**src/rtl/fifo_stream_reader.sv**
```systemverilog
// Read-side engine: turns a registered-read FIFO port into a valid/ready stream.
// Latency: first beat on m_valid two edges after fifo_rd_en is sampled (read edge, capture edge).
// Backpressure: reads are credit-limited so the skid buffer always has room for an in-flight word.
module fifo_stream_reader #(
  parameter int DATA_WIDTH = 8,
  parameter int BUF_DEPTH  = 2,   // 2 or 4; power of two so pointers wrap naturally
  parameter int CNT_WIDTH  = 16
) (
  input  logic                  clk,
  input  logic                  rst_n,
  input  logic                  en,
  output logic                  fifo_rd_en,
  input  logic [DATA_WIDTH-1:0] fifo_dout,
  input  logic                  fifo_empty,
  output logic                  m_valid,
  input  logic                  m_ready,
  output logic [DATA_WIDTH-1:0] m_data,
  output logic [CNT_WIDTH-1:0]  xfer_count,
  output logic                  idle
);

  localparam int PTR_W = $clog2(BUF_DEPTH);
  localparam int OCC_W = PTR_W + 1;
  localparam int CRD_W = PTR_W + 2;
  localparam logic [OCC_W-1:0] OCC_FULL  = OCC_W'(BUF_DEPTH);
  localparam logic [CRD_W-1:0] CRD_LIMIT = CRD_W'(BUF_DEPTH);

  logic [PTR_W-1:0]      head_q, head_d;
  logic [PTR_W-1:0]      tail_q, tail_d;
  logic [OCC_W-1:0]      occ_q, occ_d;
  logic                  inflight_q, inflight_d;
  logic [CNT_WIDTH-1:0]  cnt_q, cnt_d;
  logic [DATA_WIDTH-1:0] mem_q [BUF_DEPTH];

  logic                  pop;
  logic                  capture;
  logic [CRD_W-1:0]      credit_need;

  // Stream side comes straight from state so m_ready never reaches m_valid/m_data.
  assign m_valid    = (occ_q != '0);
  assign m_data     = mem_q[head_q];
  assign pop        = m_valid && m_ready;
  assign capture    = inflight_q;
  assign xfer_count = cnt_q;
  assign idle       = (occ_q == '0) && !inflight_q;

  // Slots committed after this edge: stored words plus the in-flight word, minus the beat leaving now.
  assign credit_need = CRD_W'(occ_q) + CRD_W'(inflight_q) - CRD_W'(pop);
  assign fifo_rd_en  = rst_n && en && !fifo_empty && (credit_need < CRD_LIMIT);

  // Next-state for pointers, occupancy, in-flight flag and beat counter.
  always_comb begin
    head_d     = head_q;
    tail_d     = tail_q;
    occ_d      = occ_q;
    inflight_d = fifo_rd_en;
    cnt_d      = cnt_q;
    if (capture) tail_d = tail_q + PTR_W'(1);
    if (pop) begin
      head_d = head_q + PTR_W'(1);
      cnt_d  = cnt_q + CNT_WIDTH'(1);
    end
    case ({capture, pop})
      2'b10:   occ_d = occ_q + OCC_W'(1);
      2'b01:   occ_d = occ_q - OCC_W'(1);
      default: occ_d = occ_q;
    endcase
  end

  // Control state register; reset discards any word still in flight.
  always_ff @(posedge clk or negedge rst_n) begin
    if (!rst_n) begin
      head_q     <= '0;
      tail_q     <= '0;
      occ_q      <= '0;
      inflight_q <= 1'b0;
      cnt_q      <= '0;
    end else begin
      head_q     <= head_d;
      tail_q     <= tail_d;
      occ_q      <= occ_d;
      inflight_q <= inflight_d;
      cnt_q      <= cnt_d;
    end
  end

  // Skid storage: the registered FIFO word lands at the tail whenever a read was issued last cycle.
  always_ff @(posedge clk or negedge rst_n) begin
    if (!rst_n) begin
      for (int i = 0; i < BUF_DEPTH; i++) mem_q[i] <= '0;
    end else if (capture) begin
      mem_q[tail_q] <= fifo_dout;
    end
  end

  // A capture into a full buffer with nothing leaving means the credit rule was broken.
  a_no_overflow: assert property (@(posedge clk) disable iff (!rst_n)
    !(capture && (occ_q == OCC_FULL) && !pop));

endmodule
```
**config.mk**
```make
export PLATFORM = sky130hd
export DESIGN_NAME = fifo_stream_reader
export DESIGN_NICKNAME = d
export VERILOG_FILES = /design/src/rtl/fifo_stream_reader.sv
export SDC_FILE = /design/constraint.sdc
export NUM_CORES = 1
export LEC_CHECK = 0
export ABC_AREA = 1
export CORE_MARGIN = 2
export CORE_UTILIZATION = 30
export DETAILED_ROUTE_END_ITERATION = 8
export PLACE_DENSITY = 0.65
export SYNTH_ARGS = -nofsm -noshare
export SYNTH_HDL_FRONTEND = slang
export SYNTH_SLANG_ARGS = --single-unit
```
**constraint.sdc**
```tcl
create_clock -name clk -period 2.1 [get_ports clk]
set_clock_uncertainty 0.1 [all_clocks]
set_input_delay 0.42 -clock clk [delete_from_list [all_inputs] [get_ports clk]]
set_output_delay 0.42 -clock clk [all_outputs]
set_load 0.02 [all_outputs]
```
==> results of run 1 <==
[worst register-to-register path: stages, from the launching register on]
cell	delay, ns
dfrtp_2	0.44
inv_2	0.09
nand2_4	0.06
nand2_4	0.07
nand2_4	0.05
nand2_2	0.06
nand2_2	0.06
fa_1	0.51
nand2_2	0.06
nor4b_4	0.28
buf_4	0.15
buf_4	0.10
[layer usage]
metal	up-vias	wire length (um)	global-route usage, %
met2	38	1830	20.2
met5	-	0	0
met1	713	1980	17.0
met4	0	38	3.08
met3	6	253	4.57
li1	818	-	-
[worst max path at each step]
stage,to,depth (start not counted),slack [ns]
final,fifo_rd_en,10,-0.57
after global routing,fifo_rd_en,10,-0.67
after CTS,fifo_rd_en,10,-0.55
after detailed placement,fifo_rd_en,10,-1.19
after global placement,fifo_rd_en,10,-1.16
after floorplan,fifo_rd_en,9,-0.33
[power by group through the flow]
stage	combinational [W]	sequential [W]	clock, W
after detailed placement	0.00172	0.00119	0
final	0.00170	0.00119	0.000759
after floorplan	0.000949	0.00126	0
after CTS	0.00174	0.00119	0.000773
after global routing	0.00189	0.00123	0.000812
after global placement	0.00169	0.00119	0
[placed cells by master, fill, tap and decap left out]
master,Yosys,routed
nor2_1,7,7
nand2_1,85,81
xor2_1,7,7
nand2_4,2,4
nor2_4,4,5
nand2_2,3,5
bufinv_16,0,2
o21ai_2,8,8
inv_1,29,25
nand4_1,3,3
nor3_1,3,3
buf_6,2,1
nand3b_1,2,2
dfrtp_1,37,36
xnor2_1,2,2
o21ai_0,10,10
diode_2,0,1
nor4b_4,0,1
dlymetal6s2s_1,0,9
o21ai_1,1,1
inv_2,0,4
ha_1,1,1
inv_6,0,1
dlygate4sd2_1,0,2
buf_4,0,15
nand3_1,10,10
clkdlybuf4s50_1,0,26
dfrtp_2,0,1
clkinv_2,0,1
nand3_2,2,2
o21bai_1,1,1
buf_2,1,1
clkbuf_8,0,5
nor2_2,2,1
fa_1,1,1
or2_1,1,1
[repair_timing]
| item | 4_1_cts | 5_1_grt |
|---|---|---|
| endpoints found under the hold margin | 0 | 0 |
| resized for setup | 14 | 10 |
| pin swaps | 2 | 7 |
| setup buffers | 0 | 2 |
| endpoints found under the setup margin | 11 | 10 |
[flip-flops by register name (all words and copies together), names as in the netlist]
register and cells:
xfer_count 16, head_q 1, occ_q 2, tail_q 1, capture 1, mem_q 16
[per-stage QoR]
| step | hold WS (ns) | instances | setup TNS (ns) |
|---|---|---|---|
| floorplan | 0.0244 | 227 | -0.394 |
| global route | 0.163 | 360 | -0.732 |
| detailed placement | 0.369 | 350 | -1.53 |
| global placement | 0.364 | 350 | -1.47 |
| finish | 0.114 | 361 | -0.568 |
| CTS | 0.138 | 358 | -0.551 |
[kinds of logic after synthesis]
logic type | count (synthesis) | synth area share, %
AOI/OAI and AO/OA | 20 | 7.01
xor gates and xnor gates | 9 | 4.17
adders and majority gates | 2 | 1.72
buffers and inverters | 34 | 7.60
DFF | 37 | 48.9
and+or+nand+nor | 125 | 30.6
[area by class of cell]
class | count | area, um2
Fill cell | 581 | 3330
Tap cell | 75 | 93.8
Clock buffer | 5 | 68.8
Timing Repair Buffer | 54 | 519
Inverter | 30 | 114
Antenna cell | 1 | 2.50
Multi-Input combinational cell | 156 | 862
Sequential cell | 37 | 927
Clock inverter | 3 | 68.8
==> reports/qor.yml, run 1 <==
status:
  status: "finished, violations left"
  violations: "setup timing"
power_and_ir_drop:
  leakagePower_nw: 1.36
  peakVddDrop_uv: 618
  comb_power_share_pct: 46.5
  power_w: 0.00366
  pwr-share-clk_pct: 20.8
  switchingPower_w: 0.00142
  power_density_mw_per_mm2: 1380
  swShare_pct: 38.8
  p_seq_share_pct: 32.7
  p_int_w: 0.00224
finish:
  design_area_mm2: 0.00266
  final_layout_size_suffix_gt1_share_pct: 20.0
  area_growth_pct: 40.4
  nets: 299
  final_core_util_pct: 44.3
routing:
  first_pass_iters: 4
  drc: 0
  ant_nets: 0
  drt_iter0_drc: 58
  vias_per_cell: 4.36
  routed_wl_um: 4100
  routedWlPerCell_um: 11.3
  vias: 1575
sta:
  grt_setup_unrepaired: "yes"
  slew_headroom_pct: 50.8
  setup_viol: 1
  period_minus_slack_ns: 2.67
  post-route-period-util_pct: 127
  report.final.slew_viol_count: 0
  tightest_slew_ns: 0.739
  fmaxAchievable_mhz: 375
  finalWorstSetupSlack_ns: -0.568
  finalHoldViolations: 0
placement:
  gp_congestion: 0.819
  dp_slack_ns: -1.19
  placed_area_mm2: 0.00246
  dpl.hpwl_um: 2960
  io_buffers: 39
worst_setup_path:
  critPathTopFamily: "simple AND/OR/NAND/NOR gates"
  start_kind: "flop"
  crit_fanout: 3
  reg2reg_to: "capture"
  slowest_stage: "fa_1"
  startpoint: "occ_q[1]"
  cp_cell_sequence: "inv_2 > nand2_4 > nand2_4 > nand2_4 > nand2_2 > nand2_2 > fa_1 > nand2_2 > nor4b_4 > buf_4"
  arrival_ns: 2.15
  reg2reg_slack_ns: 0.03
  path_class: "flop to primary output"
  r2r_cells: 11
  cp_num_buf_inv: 2
  regToRegStartpoint: "occ_q[1]"
  endpoint_kind: "primary output"
  crit_required_ns: 1.58
  slowest_delay_ns: 0.51
logic_synthesis:
  synth_area_mm2: 0.00189
  avgSynthCellArea_um2: 8.33
  async_reset_ff_share_pct: 100
  ys_types: 27
  yosysMostFrequentCell: "nand2_1"
  seq_area_frac_synth_pct: 48.9
  yosys_warnings: 0
  synthTopCellsByCount: "85 x nand2_1, 37 x dfrtp_1, 29 x inv_1"
  synth_edf_count: 0
  yosys.area.top_type_share_pct: 48.9
  ys_ff_latch: 37
  yosysTopAreaCell: "dfrtp_1"
  syn-num-nets: 242
  synthTopCellsByArea: "dfrtp_1 49%, nand2_1 17%, inv_1 5.8%"
  synth_top_flop_cell: "dfrtp_1"
  syn_inst: 227
clock_network:
  clk_latency_ns: 0.29
  clockBufferDepth: 2
  cts.sink_count: 37
  cts_buffers: 5
  htree_levels: 2
  clk_transition_reported_paths_ns: 0.09
  cts-root-buf: "clkbuf_8"
  holdBufCountCts: 0
  cts_tree: "built"
floorplan:
  die_y_um: 83.4
  start_util_pct: 31.6
  core-area_mm2: 0.00599
  num_rows: 28
  die_w_um: 83.4
  io_pins: 40
  die-area_mm2: 0.00696
global_route:
  grt.overflow.total: 0
  antenna_found_initial: 1
  grt_usage_pct: 12.8
  grt_pass1_wl_um: 7270
  grt_max_degree: 38
  grt_pass1_vias: 1581
min_path:
  hold_path.class: "primary input to async pin"
flow_run:
  max_cap_viol_count: 0
(Power assumes the default switching activity.)
==> run 2: changes to the inputs <==
--- a/config.mk
+++ b/config.mk
@@ -7,9 +7,9 @@
 export LEC_CHECK = 0
 export ABC_AREA = 1
 export CORE_MARGIN = 2
-export CORE_UTILIZATION = 30
+export CORE_UTILIZATION = 45
 export DETAILED_ROUTE_END_ITERATION = 8
-export PLACE_DENSITY = 0.65
+export PLACE_DENSITY = 0.86
 export SYNTH_ARGS = -nofsm -noshare
 export SYNTH_HDL_FRONTEND = slang
 export SYNTH_SLANG_ARGS = --single-unit
==> run 2 against run 1 <==
The flow still finishes with violations (setup timing). Register-to-register slack got worse by 0.10 ns. Sequential power barely moved. Maximum frequency fell by 1.1%. Flip-flop and latch count did not move. Largest power group unchanged. Critical path type unchanged.
==> reports/qor.yml, run 2 (synthesis gave the netlist of run 1 again) <==
sta:
  period_minus_slack_ns: 2.70  # +0.0305 ns
  report.final.slew_viol_count: 0  # unchanged
  finalWorstSetupSlack_ns: -0.598  # -0.0305 ns
  slew_headroom_pct: 68.9  # +18 points
  fin_tns_setup_ns: -0.670  # -0.102 ns
  tightest_slew_ns: 0.466  # -0.272 ns
  grt_setup_unrepaired: "yes"
  fmaxAchievable_mhz: 371  # -1.1%
  post-route-period-util_pct: 128  # +1.5 points
  finalHoldViolations: 0  # unchanged
  setup_viol: 2  # +1
worst_setup_path:
  reg2reg_to: "capture"
  slowest_delay_ns: 0.51  # about the same
  crit_required_ns: 1.58  # about the same
  reg2reg_slack_ns: -0.07  # -0.10 ns
  slowest_stage: "fa_1"
  crit_fanout: 3  # unchanged
  endpoint_kind: "primary output"
  cp_cell_sequence: "inv_2 > nand2_4 > nand2_4 > nand2_4 > nand2_4 > nand2_4 > fa_1 > nand2_2 > nor4b_4 > buf_4"
  cp_common_cell: "nand2_4"
  regToRegStartpoint: "occ_q[1]"
  path_class: "flop to primary output"
  arrival_ns: 2.18  # +0.03 ns
  start_kind: "flop"
  r2r_cells: 12  # +1
global_route:
  antenna_found_initial: 0  # -1
  grt_pass1_vias: 1617  # +2.3%
  grt_max_degree: 38  # unchanged
  grt.overflow.total: 0  # unchanged
  grt_usage_pct: 19.7  # +6.9 points
  grt_pass1_wl_um: 6910  # -5.0%
floorplan:
  die_w_um: 68.8  # -17%
  core-area_mm2: 0.00403  # -33%
  num_rows: 23  # -18%
  die-area_mm2: 0.00474  # -32%
  die_y_um: 68.8  # -17%
  io_pins: 40  # unchanged
  start_util_pct: 47.0  # +15 points
clock_network:
  cts_tree: "built"
  clk_transition_reported_paths_ns: 0.08  # about the same
  cts.sink_count: 37  # unchanged
  holdBufCountCts: 0  # unchanged
  clockBufferDepth: 2  # unchanged
  htree_levels: 2  # unchanged
  cts_buffers: 5  # unchanged
  clk_latency_ns: 0.28  # about the same
  cts-root-buf: "clkbuf_8"
finish:
  final_cell_mix: "81 x nand2_1, 36 x dfrtp_1, 26 x clkdlybuf4s50_1, 26 x buf_4, 25 x inv_1"
  multiInputGateArea_um2: 872  # +1.2%
  area_growth_pct: 43.7
  diodes: 0  # -1
  fillers: 339  # -42%
  nets: 312  # +4.3%
  seq_area_um2: 927  # unchanged
  final_layout_size_suffix_gt1_share_pct: 23.5  # +3.5 points
  final_common_cell: "nand2_1"
routing:
  routedWlPerCell_um: 12.0  # +5.9%
  maxUsedRoutingLayer: "met4"
  vias_per_cell: 4.79  # +9.9%
  ant_nets: 0  # unchanged
  wirelength_met1_um: 1830  # -7.5%
  drt_iter0_drc: 82  # +41%
  vias: 1668  # +5.9%
  drc: 0  # unchanged
  routed_wl_um: 4180  # +2.1%
  met3WireLength_um: 248  # -2.0%
  first_pass_iters: 4  # unchanged
  wl_met2_um: 2070  # +13%
placement:
  io_buffers: 39  # unchanged
  dp_slack_ns: -1.24  # -0.0480 ns
  dpl.hpwl_um: 2850  # -3.9%
  gp_congestion: 0.848  # +3.6%
power_and_ir_drop:
  power_density_mw_per_mm2: 1360  # -1.3%
  peakVddDrop_uv: 760  # +23%
  leakagePower_nw: 1.42  # +3.9%
flow_run:
  max_cap_viol_count: 0  # unchanged
status:
  status: "finished, violations left"
  violations: "setup timing"
min_path:
  hold_path.class: "primary input to async pin"
run 2: where the power goes:
part / internal [W] / switching (W)
clock: 0.000386 / 0.000245
combinational: 0.000870 / 0.000987
sequential: 0.000985 / 0.000220
run 2: area by class of cell:
class	count	area share [%]
clock inverters	2	1.38
multi-input cells	156	32.1
repair buffers	67	22.9
clock buffers	6	3.04
flip-flops and latches	37	34.1
inverters	30	4.19
well taps	50	2.30
run 2: worst max-delay path: cells and delay by family, from the launching register on:
family        cells  cell delay [ns]
simple gates      7             0.67
fa+ha+maj         1             0.51
flops             1             0.44
buf+inv           2             0.27
run 2: stage by stage:
step,utilization [%],hold WS (ns),std cells,area (um2),power (W)
floorplan,-,0.0244,227,1920,0.00221
global placement,60.7,0.365,327,2450,0.00287
detailed placement,60.7,0.368,327,2450,0.00293
CTS,65.2,0.105,342,2630,0.00365
global route,67.5,0.129,348,2720,0.00397
finish,67.5,0.0944,348,2720,0.00369
run 2: worst max path at each step:
stage,from,cells past startpoint,slack [ns],to
6_report,occ_q[1],10,-0.60,fifo_rd_en
5_1_grt,occ_q[1],10,-0.68,fifo_rd_en
4_1_cts,occ_q[1],10,-0.56,fifo_rd_en
3_5_place_dp,m_ready,10,-1.24,fifo_rd_en
3_3_place_gp,m_ready,10,-1.14,fifo_rd_en
2_1_floorplan,occ_q[1],9,-0.33,fifo_rd_en
run 2: layer usage:
layer,up-vias,global-route usage [%]
li1,835,-
met2,45,34.3
met1,781,23.2
met5,-,0
met3,7,5.19
met4,0,7.60
run 2: repair_timing:
item                                    in CTS  in global routing
resized for setup                           13                 16
endpoints found under the setup margin      11                 11
pin swaps                                   10                  6
setup buffers                                7                  6
